File: src/rtl/keypad_row_decoder_if.sv
// Keypad receive-side bundle: scanner column drive and raw rows in, decoded key events out.
interface keypad_row_decoder_if;
  logic [3:0] column;
  logic [3:0] row;
  logic [3:0] key_code;
  logic       key_valid;
  logic       key_release;
  logic       key_held;

  modport master (
    output column, row,
    input  key_code, key_valid, key_release, key_held
  );

  modport slave (
    input  column, row,
    output key_code, key_valid, key_release, key_held
  );
endinterface

File: src/rtl/keypad_row_decoder.sv
// Samples each settled column of the 4x4 keypad scan, assembles frames and debounces
// identical frames into press/release events with a held key code.
module keypad_row_decoder #(
  parameter int SETTLE_CYCLES   = 16,
  parameter int DEBOUNCE_FRAMES = 4
) (
  input  logic               clkSlow,
  input  logic               rst_n,
  keypad_row_decoder_if.slave bus
);

  localparam logic [7:0] SETTLE_LAST = 8'(SETTLE_CYCLES - 1);
  localparam logic [3:0] DEB_TARGET  = 4'(DEBOUNCE_FRAMES);

  typedef enum logic [1:0] {IDLE, DEB_PRESS, PRESSED, DEB_REL} state_t;

  logic [3:0] row_meta, row_sync, col_prev;
  logic [7:0] settle_cnt;
  logic       col_ok;
  logic [1:0] col_idx;
  logic       sample_now;
  logic [2:0] row_lows;
  logic [1:0] row_pos;
  logic [1:0] exp_idx;
  logic [1:0] frame_lows, lows_acc;
  logic [3:0] frame_key, key_acc;
  logic       frame_done;

  state_t     state, state_next;
  logic [3:0] cand, cand_next, cnt, cnt_next;
  logic [3:0] key_code, key_code_next;
  logic       key_held, key_held_next;
  logic       key_valid, key_valid_next;
  logic       key_release, key_release_next;

  always_comb begin
    col_ok  = 1'b1;
    col_idx = 2'd0;
    case (bus.column)
      4'b1110: col_idx = 2'd0;
      4'b1101: col_idx = 2'd1;
      4'b1011: col_idx = 2'd2;
      4'b0111: col_idx = 2'd3;
      default: col_ok = 1'b0;
    endcase
  end

  assign sample_now = (bus.column == col_prev) && (settle_cnt == SETTLE_LAST);

  // A frame only needs the total number of low rows (saturated at 2) and the position of the first one.
  always_comb begin
    row_lows = 3'd0;
    row_pos  = 2'd0;
    for (int i = 0; i < 4; i++) begin
      if (!row_sync[i]) begin
        row_lows = row_lows + 3'd1;
        row_pos  = 2'(i);
      end
    end
    lows_acc = (col_idx == 2'd0) ? 2'd0 : frame_lows;
    key_acc  = (col_idx == 2'd0) ? 4'd0 : frame_key;
    if (row_lows == 3'd1 && lows_acc == 2'd0) begin
      lows_acc = 2'd1;
      key_acc  = {row_pos, col_idx};
    end else if (row_lows != 3'd0) begin
      lows_acc = 2'd2;
    end
  end

  always_ff @(posedge clkSlow or negedge rst_n) begin
    if (!rst_n) begin
      row_meta   <= 4'b1111;
      row_sync   <= 4'b1111;
      col_prev   <= 4'b1111;
      settle_cnt <= 8'd0;
      exp_idx    <= 2'd0;
      frame_lows <= 2'd0;
      frame_key  <= 4'd0;
      frame_done <= 1'b0;
    end else begin
      row_meta   <= bus.row;
      row_sync   <= row_meta;
      col_prev   <= bus.column;
      frame_done <= 1'b0;
      if (bus.column != col_prev)
        settle_cnt <= 8'd0;
      else if (settle_cnt != 8'hFF)
        settle_cnt <= settle_cnt + 8'd1;

      // An index-0 sample always restarts the frame; any other out-of-order sample drops it.
      if (sample_now) begin
        if (!col_ok) begin
          exp_idx <= 2'd0;
        end else if (col_idx == 2'd0 || col_idx == exp_idx) begin
          frame_lows <= lows_acc;
          frame_key  <= key_acc;
          if (col_idx == 2'd3) begin
            exp_idx    <= 2'd0;
            frame_done <= 1'b1;
          end else begin
            exp_idx <= col_idx + 2'd1;
          end
        end else begin
          exp_idx <= 2'd0;
        end
      end
    end
  end

  always_ff @(posedge clkSlow or negedge rst_n) begin
    if (!rst_n) begin
      state       <= IDLE;
      cand        <= 4'd0;
      cnt         <= 4'd0;
      key_code    <= 4'd0;
      key_held    <= 1'b0;
      key_valid   <= 1'b0;
      key_release <= 1'b0;
    end else begin
      state       <= state_next;
      cand        <= cand_next;
      cnt         <= cnt_next;
      key_code    <= key_code_next;
      key_held    <= key_held_next;
      key_valid   <= key_valid_next;
      key_release <= key_release_next;
    end
  end

  always_comb begin
    state_next       = state;
    cand_next        = cand;
    cnt_next         = cnt;
    key_code_next    = key_code;
    key_held_next    = key_held;
    key_valid_next   = 1'b0;
    key_release_next = 1'b0;
    if (frame_done) begin
      case (state)
        IDLE: begin
          if (frame_lows == 2'd1) begin
            state_next = DEB_PRESS;
            cand_next  = frame_key;
            cnt_next   = 4'd1;
          end
        end
        DEB_PRESS: begin
          if (frame_lows == 2'd1 && frame_key == cand) begin
            cnt_next = cnt + 4'd1;
            if ((cnt + 4'd1) == DEB_TARGET) begin
              state_next     = PRESSED;
              key_code_next  = cand;
              key_valid_next = 1'b1;
              key_held_next  = 1'b1;
            end
          end else if (frame_lows == 2'd1) begin
            cand_next = frame_key;
            cnt_next  = 4'd1;
          end else begin
            state_next = IDLE;
          end
        end
        PRESSED: begin
          if (frame_lows == 2'd0) begin
            state_next = DEB_REL;
            cnt_next   = 4'd1;
          end
        end
        DEB_REL: begin
          if (frame_lows == 2'd0) begin
            cnt_next = cnt + 4'd1;
            if ((cnt + 4'd1) == DEB_TARGET) begin
              state_next       = IDLE;
              key_held_next    = 1'b0;
              key_release_next = 1'b1;
            end
          end else begin
            state_next = PRESSED;
          end
        end
        default: state_next = IDLE;
      endcase
    end
  end

  assign bus.key_code    = key_code;
  assign bus.key_valid   = key_valid;
  assign bus.key_release = key_release;
  assign bus.key_held    = key_held;

endmodule
File: src/flat_wrapper.sv
// flat-port wrapper written by rule: the top's interface ports become plain ports
module keypad_row_decoder_flat 
#(
  parameter int SETTLE_CYCLES   = 16,
  parameter int DEBOUNCE_FRAMES = 4
)
  (clkSlow, rst_n, bus_column, bus_row, bus_key_code, bus_key_valid, bus_key_release, bus_key_held);
  keypad_row_decoder_if bus_i ();
  input  logic clkSlow;
  input  logic rst_n;
  input wire logic [$bits(bus_i.column)-1:0] bus_column;
  input wire logic [$bits(bus_i.row)-1:0] bus_row;
  output wire logic [$bits(bus_i.key_code)-1:0] bus_key_code;
  output wire logic [$bits(bus_i.key_valid)-1:0] bus_key_valid;
  output wire logic [$bits(bus_i.key_release)-1:0] bus_key_release;
  output wire logic [$bits(bus_i.key_held)-1:0] bus_key_held;
  assign bus_i.column = bus_column;
  assign bus_i.row = bus_row;
  assign bus_key_code = bus_i.key_code;
  assign bus_key_valid = bus_i.key_valid;
  assign bus_key_release = bus_i.key_release;
  assign bus_key_held = bus_i.key_held;
  keypad_row_decoder #(.SETTLE_CYCLES(SETTLE_CYCLES), .DEBOUNCE_FRAMES(DEBOUNCE_FRAMES)) u_core (.clkSlow(clkSlow), .rst_n(rst_n), .bus(bus_i));
endmodule
File: config.mk
export PLATFORM = sky130hd
export DESIGN_NAME = keypad_row_decoder_flat
export DESIGN_NICKNAME = d
export VERILOG_FILES = /design/src/rtl/keypad_row_decoder_if.sv /design/src/rtl/keypad_row_decoder.sv /design/src/flat_wrapper.sv
export SDC_FILE = /design/constraint.sdc
export NUM_CORES = 1
export LEC_CHECK = 0
export BUFFER_PORTS_ARGS = -buffer_cell sky130_fd_sc_hd__buf_2
export CAP_MARGIN = 10
export CORE_MARGIN = 2
export CORE_UTILIZATION = 35
export DETAILED_ROUTE_END_ITERATION = 10
export PLACE_DENSITY_LB_ADDON = 0.08
export SYNTH_ARGS = -nofsm -noshare
export SYNTH_HDL_FRONTEND = slang
export SYNTH_SLANG_ARGS = --single-unit
File: constraint.sdc
create_clock -name clkSlow -period 4.2 [get_ports clkSlow]
set_clock_uncertainty 0.15 [all_clocks]
set_input_delay 0.63 -clock clkSlow [delete_from_list [all_inputs] [get_ports clkSlow]]
set_output_delay 0.63 -clock clkSlow [all_outputs]
set_load 0.01 [all_outputs]
### After elaboration in Yosys (flattened, before gate mapping)

Cells that the tools add are included.

* register bits after elaboration: 46
* bits in latches: 0
* bits in writable memories: 0
* ROM bits: 0
* input port bits: 10
* memories kept: 0

* add/subtract/negate cells: 6
* multipliers: 0
* div/mod/pow operators: 0
* order comparisons: 0
* eq/ne operators: 27
* shifts and indexed selects: 0
* multiplexer cells: 51
* bitwise operators: 0
* reduce and logical (&&, ||, !) cells: 21

Operators by type and width (count)
* 4-bit 2-to-1 mux: 8
* 2-bit 2-to-1 mux: 15
* 1-bit 2-to-1 mux: 18
* 8-bit 2-to-1 mux: 2
* 4-bit case mux with 4 select lines: 1
* 4-bit == test, second input constant: 3
* 2-bit by 1-bit inequality test with 1-bit output, second input constant: 6
* 6-bit AND reduction: 2
* 3-bit 2-to-1 mux: 3
* 3-bit AND reduction: 3
* 8-bit by 1-bit adder with 8-bit output, second input constant: 1
* 4-bit by 3-bit == test with 1-bit output, second input constant: 2
* 4-bit == test: 2
* 8-bit by 4-bit == test with 1-bit output, second input constant: 1
* 2-bit zero test: 4
* 8-bit inequality test, second input constant: 1
* 2-bit case mux with 4 select lines: 1
* 4-bit case mux with 2 select lines: 1
* 4-bit AND reduction: 2
* 2-bit nonzero test: 4
* 3-bit by 1-bit adder with 3-bit output, second input constant: 2
* 2-bit == test, second input constant: 3
* 3-bit inequality test, second input constant: 2
* 2-bit case mux with 3 select lines: 1
* other kinds (14): 17

### Longest topological paths before layout

* word-level depth: 11
* mapped depth: 11
* gate-level depth less buffers: 10

### Worst setup path before layout

OpenSTA, ideal clock, no wires.

* path type: input -> register
* start point: in bus_column[3]
* end point: reg u_core.frame_lows[0]
* library setup time: 0.125 ns
* data arrival time: 2.269 ns
* required time: 3.925 ns
* slack: 1.656 ns
* stages on the path: 11
* cells stage by stage: buf_6 xor2_1 and3_1 buf_4 inv_1 ha_1 nor2b_1 mux2i_1 and3_1 buf_6 mux2_4

* word-level cells in the longest chain between the ends: 7
* elaborated cells between the ends (all ways): 18

Ends and longest elaborated chain
* start, declared: line flat_wrapper.sv:11 `input wire logic [$bits(bus_i.column)-1:0] bus_column;`
* 4-bit by 3-bit == test with 1-bit output or 4-bit == test (tied branches): line keypad_row_decoder.sv:39 `case (bus.column)`
* 2-bit case mux with 3 select lines: line keypad_row_decoder.sv:39
* 2-bit zero test: line keypad_row_decoder.sv:60, keypad_row_decoder.sv:94
* 2-bit 2-to-1 mux: line keypad_row_decoder.sv:60 `lows_acc = (col_idx == 2'd0) ? 2'd0 : frame_lows;`
* 2-bit zero test: line keypad_row_decoder.sv:62 `if (row_lows == 3'd1 && lows_acc == 2'd0) begin`
* 1-bit logical AND: line keypad_row_decoder.sv:62
* 2-bit 2-to-1 mux: line keypad_row_decoder.sv:62
* end signal, assigned: line keypad_row_decoder.sv:95 `frame_lows <= lows_acc;`
* end, declared: line keypad_row_decoder.sv:25 `logic [1:0] frame_lows, lows_acc;`

Parallel ways exist; a longest one is shown, timed or not.
A chain may end at the register's enable or synchronous reset.

### Worst setup path in the final report

* start point: reg u_core.row_sync[0]
* end point: reg u_core.frame_key[0]

* word-level cells in the longest chain between the ends: 11
* elaborated cells between the ends (all ways): 12

Ends and longest elaborated chain
* start, declared: line keypad_row_decoder.sv:17 `logic [3:0] row_meta, row_sync, col_prev;`
* start signal, assigned: line keypad_row_decoder.sv:82 `row_sync <= row_meta;`
* 1-bit 2-to-1 mux *: line keypad_row_decoder.sv:55 `if (!row_sync[i]) begin`
* 1-bit by 1-bit adder with 2-bit output: line keypad_row_decoder.sv:56 `row_lows = row_lows + 3'd1;`
* 3-bit 2-to-1 mux *: line keypad_row_decoder.sv:55
* 3-bit by 1-bit adder with 3-bit output: line keypad_row_decoder.sv:56
* 3-bit 2-to-1 mux *: line keypad_row_decoder.sv:55
* 3-bit by 1-bit adder with 3-bit output: line keypad_row_decoder.sv:56
* 3-bit 2-to-1 mux *: line keypad_row_decoder.sv:55
* 3-bit by 1-bit == test with 1-bit output *: line keypad_row_decoder.sv:62
* 1-bit logical AND *: line keypad_row_decoder.sv:62
* 2-bit nonzero test (no line)
* 4-bit AND reduction (no line)
* end signal, assigned: line keypad_row_decoder.sv:96 `frame_key <= key_acc;`
* end, declared: line keypad_row_decoder.sv:26 `logic [3:0] frame_key, key_acc;`

Every way passes the cells marked *; elsewhere a longest branch is shown, timed or not.

==> metrics <==
outcome=finished, final reports clean; most frequent cell on the critical path=ha_1; Worst Path Max Fanout=4; post-synth design cell area=2300 µm²; count of cell types in the netlist=50; area grow syn2layout=10.9%; Arr. time, crit path=2680 ps; syn_nets=219; combinational share of power=0.070; cell count of the worst reg-to-reg path=9; Critical Path RT=4240 ps; worst vdd ir=0.163 mV; Worst R2R Start=u_core.row_sync[0]; post-CTS setup buffer count=0; Total Neg Setup Slack=0 ps; Clk pwr share=0.394; Final ANT Viol Nets=0; Worst-Margin Slew=1010 ps; Sink Count=46; CTS root buffer=clkbuf_8; Final Hold Vio Count=0; vias in the first global route=around 1600; sequential power share=0.536; Yosys warnings=0; CP Class=flop to flop; Hold Path Depth=0; RR Endpoint=u_core.frame_key[0]; Max Buffers Root-to-Sink=2; TritonCTS buffer count=5; post-cts resize count=0; internal power=0.671 mW; Rows=29; largest area contributor in the netlist=dfrtp_1; Starting DRT DRC Count=54; # diodes=0; FMAX=379 MHz; Worst setup SP type=flop; largest net degree at the start of global routing=47; Min Clock Period, post-route=around 2600 ps; Reg clk slew, reported paths=80 ps; Final Max Slew Viols=0; most common cell in the synthesized netlist=dfrtp_1; Reg2Reg Setup Slack=1560 ps; I/O pin count=17; fin crit share=0.628; max_slew headroom=0.328; final setup fails=0; RSZ-0062 raised after global routing=false; vias per cell=5.20; post-synthesis register bit count=46; remaining global-route overflow=0; top_reg_cell synth=dfrtp_1; Async SR Flop Fraction=1.00; Synth area leaders=dfrtp_1, dfstp_2, ha_1; Final WS setup=1560 ps; DRC Markers=0; layout cell share with drive strength beyond 1=0.233; CTS tree=built; initial antenna violation count=0; LEAKAGE=1.14 nW; Avg WL per Cell=~14 µm; Pwr per Cell Area=336 nW/µm²; H-tree levels=2; Hold Path Sink=u_core.row_sync[3]; DR vias=1540; hold bufs inserted after CTS=0; Switching Share=0.216; Net Switching=0.185 mW; sequential cell area fraction in the yosys report=0.508; die area=7230 µm²; Tot GR Track Use=0.128; core outline area=6350 µm²; Max stage delay on crit path=between 500 and 600 ps; Slowest-stage cell, CP=dfstp_2; Synth top cells by count=dfrtp_1, dfstp_2, nand2_1; number of max-cap violations=0; Mapped Cells=around 200; Final GP Congestion=0.768; first-pass GRT wire length=between 7 and 8 mm; Post-Route WL=4.07 mm; Place WS=1400 ps; post-synth top area share=0.370; Worst-Skew Late Latency=290 ps; worst hold path type=flop to flop; fin nets=between 200 and 250; number of I/O port buffers=16; chip height=roughly 85 µm; post-synthesis average cell area=11.4 µm²; Critical Path Sink Type=flop; Initial Util=0.362; Hold Path Origin=u_core.row_meta[3]; CP cell instances=inv_1 -> ha_1 -> xnor2_2 -> ha_1 -> nor2b_1 -> a31oi_1 -> a41o_1 -> nand4_1 -> a32o_1; DP HPWL=2.98 mm; Post-synth EDFFs=0; TritonRoute pass-1 iters=4; Die Width=between 80 and 90 µm
metal layers:
metal | share of wire | routed length, µm | GRT usage
met4 | 0.017 | 68 | 0.0476
met5 | 0 | 0 | 0
met2 | 0.52 | 2100 | 0.215
met1 | 0.44 | 1790 | 0.158
met3 | 0.026 | 107 | 0.0321
how the worst max path moves through the flow:
| stage | start | end | slack, ps | depth (start not counted) |
|---|---|---|---|---|
| finish | u_core.row_sync[0] | u_core.frame_key[0] | 1560 | 9 |
| global route | u_core.row_sync[1] | u_core.frame_key[0] | 1420 | 9 |
| CTS | u_core.row_sync[0] | u_core.frame_key[0] | 1570 | 9 |
| detailed placement | bus_column[3] | u_core.frame_lows[1] | 1400 | 9 |
| global placement | bus_column[3] | u_core.frame_lows[0] | 1490 | 9 |
| floorplan | bus_column[3] | u_core.frame_lows[0] | 1660 | 11 |
critical path: cells and delay by family (launching register included):
kind | cells | cell delay [ps]
xor gates and xnor gates | 1 | 200
AOI/OAI and AO/OA | 3 | 680
adders and majority gates | 2 | 580
DFF | 1 | 540
and+or+nand+nor | 2 | 340
buffers and inverters | 1 | 40
cells by family after synthesis:
| family | after synthesis | synth area share |
|---|---|---|
| muxes | 14 | 0.0697 |
| DFF | 46 | 0.508 |
| buffers and inverters | 13 | 0.0294 |
| AOI/OAI and AO/OA | 34 | 0.112 |
| adders and majority gates | 8 | 0.0436 |
| and+or+nand+nor | 70 | 0.170 |
| xor gates and xnor gates | 16 | 0.0675 |
layout by cell type, fill, tap and decap left out, types with 2 or more instances in the layout:
master / instances
inv_1: 6
dfstp_2: 12
nor3_1: 5
nor2b_1: 5
mux2_4: 2
ha_1: 8
nand3_1: 10
nand4b_1: 2
nor2_1: 11
xor2_1: 4
a32o_1: 4
and3_1: 4
a21boi_0: 2
mux2i_1: 4
xnor2_1: 10
o21ai_0: 4
a21oi_1: 6
clkbuf_8: 6
a22o_1: 3
nand3b_1: 2
nand2b_1: 5
buf_2: 16
and2_1: 3
a41o_1: 2
nand2_1: 12
nor3b_1: 2
xnor2_2: 2
dfrtp_1: 34
a31oi_1: 3
nand4_1: 3
mux2_2: 8
through the flow:
stage	power [mW]	std cells	cell area (µm²)	utilization	hold slack, ps
2_1_floorplan	0.507	201	2300	-	184
3_3_place_gp	0.527	288	2430	0.383	196
4_1_cts	0.875	296	2550	0.401	211
3_5_place_dp	0.529	288	2430	0.383	198
5_1_grt	0.906	296	2550	0.401	217
6_report	0.857	296	2550	0.401	208
state kept, by name (all words and copies together) (netlist names), 2 cells and up:
register / count
u_core.settle_cnt: 8
u_core.bus.key_code: 4
u_core.cand: 4
u_core.cnt: 4
u_core.col_prev: 4
u_core.frame_key: 4
u_core.row_meta: 4
u_core.row_sync: 4
u_core.exp_idx: 2
u_core.frame_lows: 2
u_core.state: 2
power groups by stage:
stage / sequential (mW) / clock [mW] / combinational [mW]
after global placement: 0.467 / 0 / 0.0601
after CTS: 0.459 / 0.354 / 0.0621
after floorplan: 0.466 / 0 / 0.0411
final: 0.459 / 0.338 / 0.0603
after global routing: 0.460 / 0.377 / 0.0693
after detailed placement: 0.467 / 0 / 0.0618
area by class of cell:
class                   count  area [µm²]
clock buffers               7        86.3
repair buffers             16        80.1
flip-flops and latches     46        1170
well taps                  77        96.3
clock inverters             1        30.0
multi-input cells         142        1060
inverters                   7        26.3
fillers                   638        3800
Power figures use the tool's default switching activity.
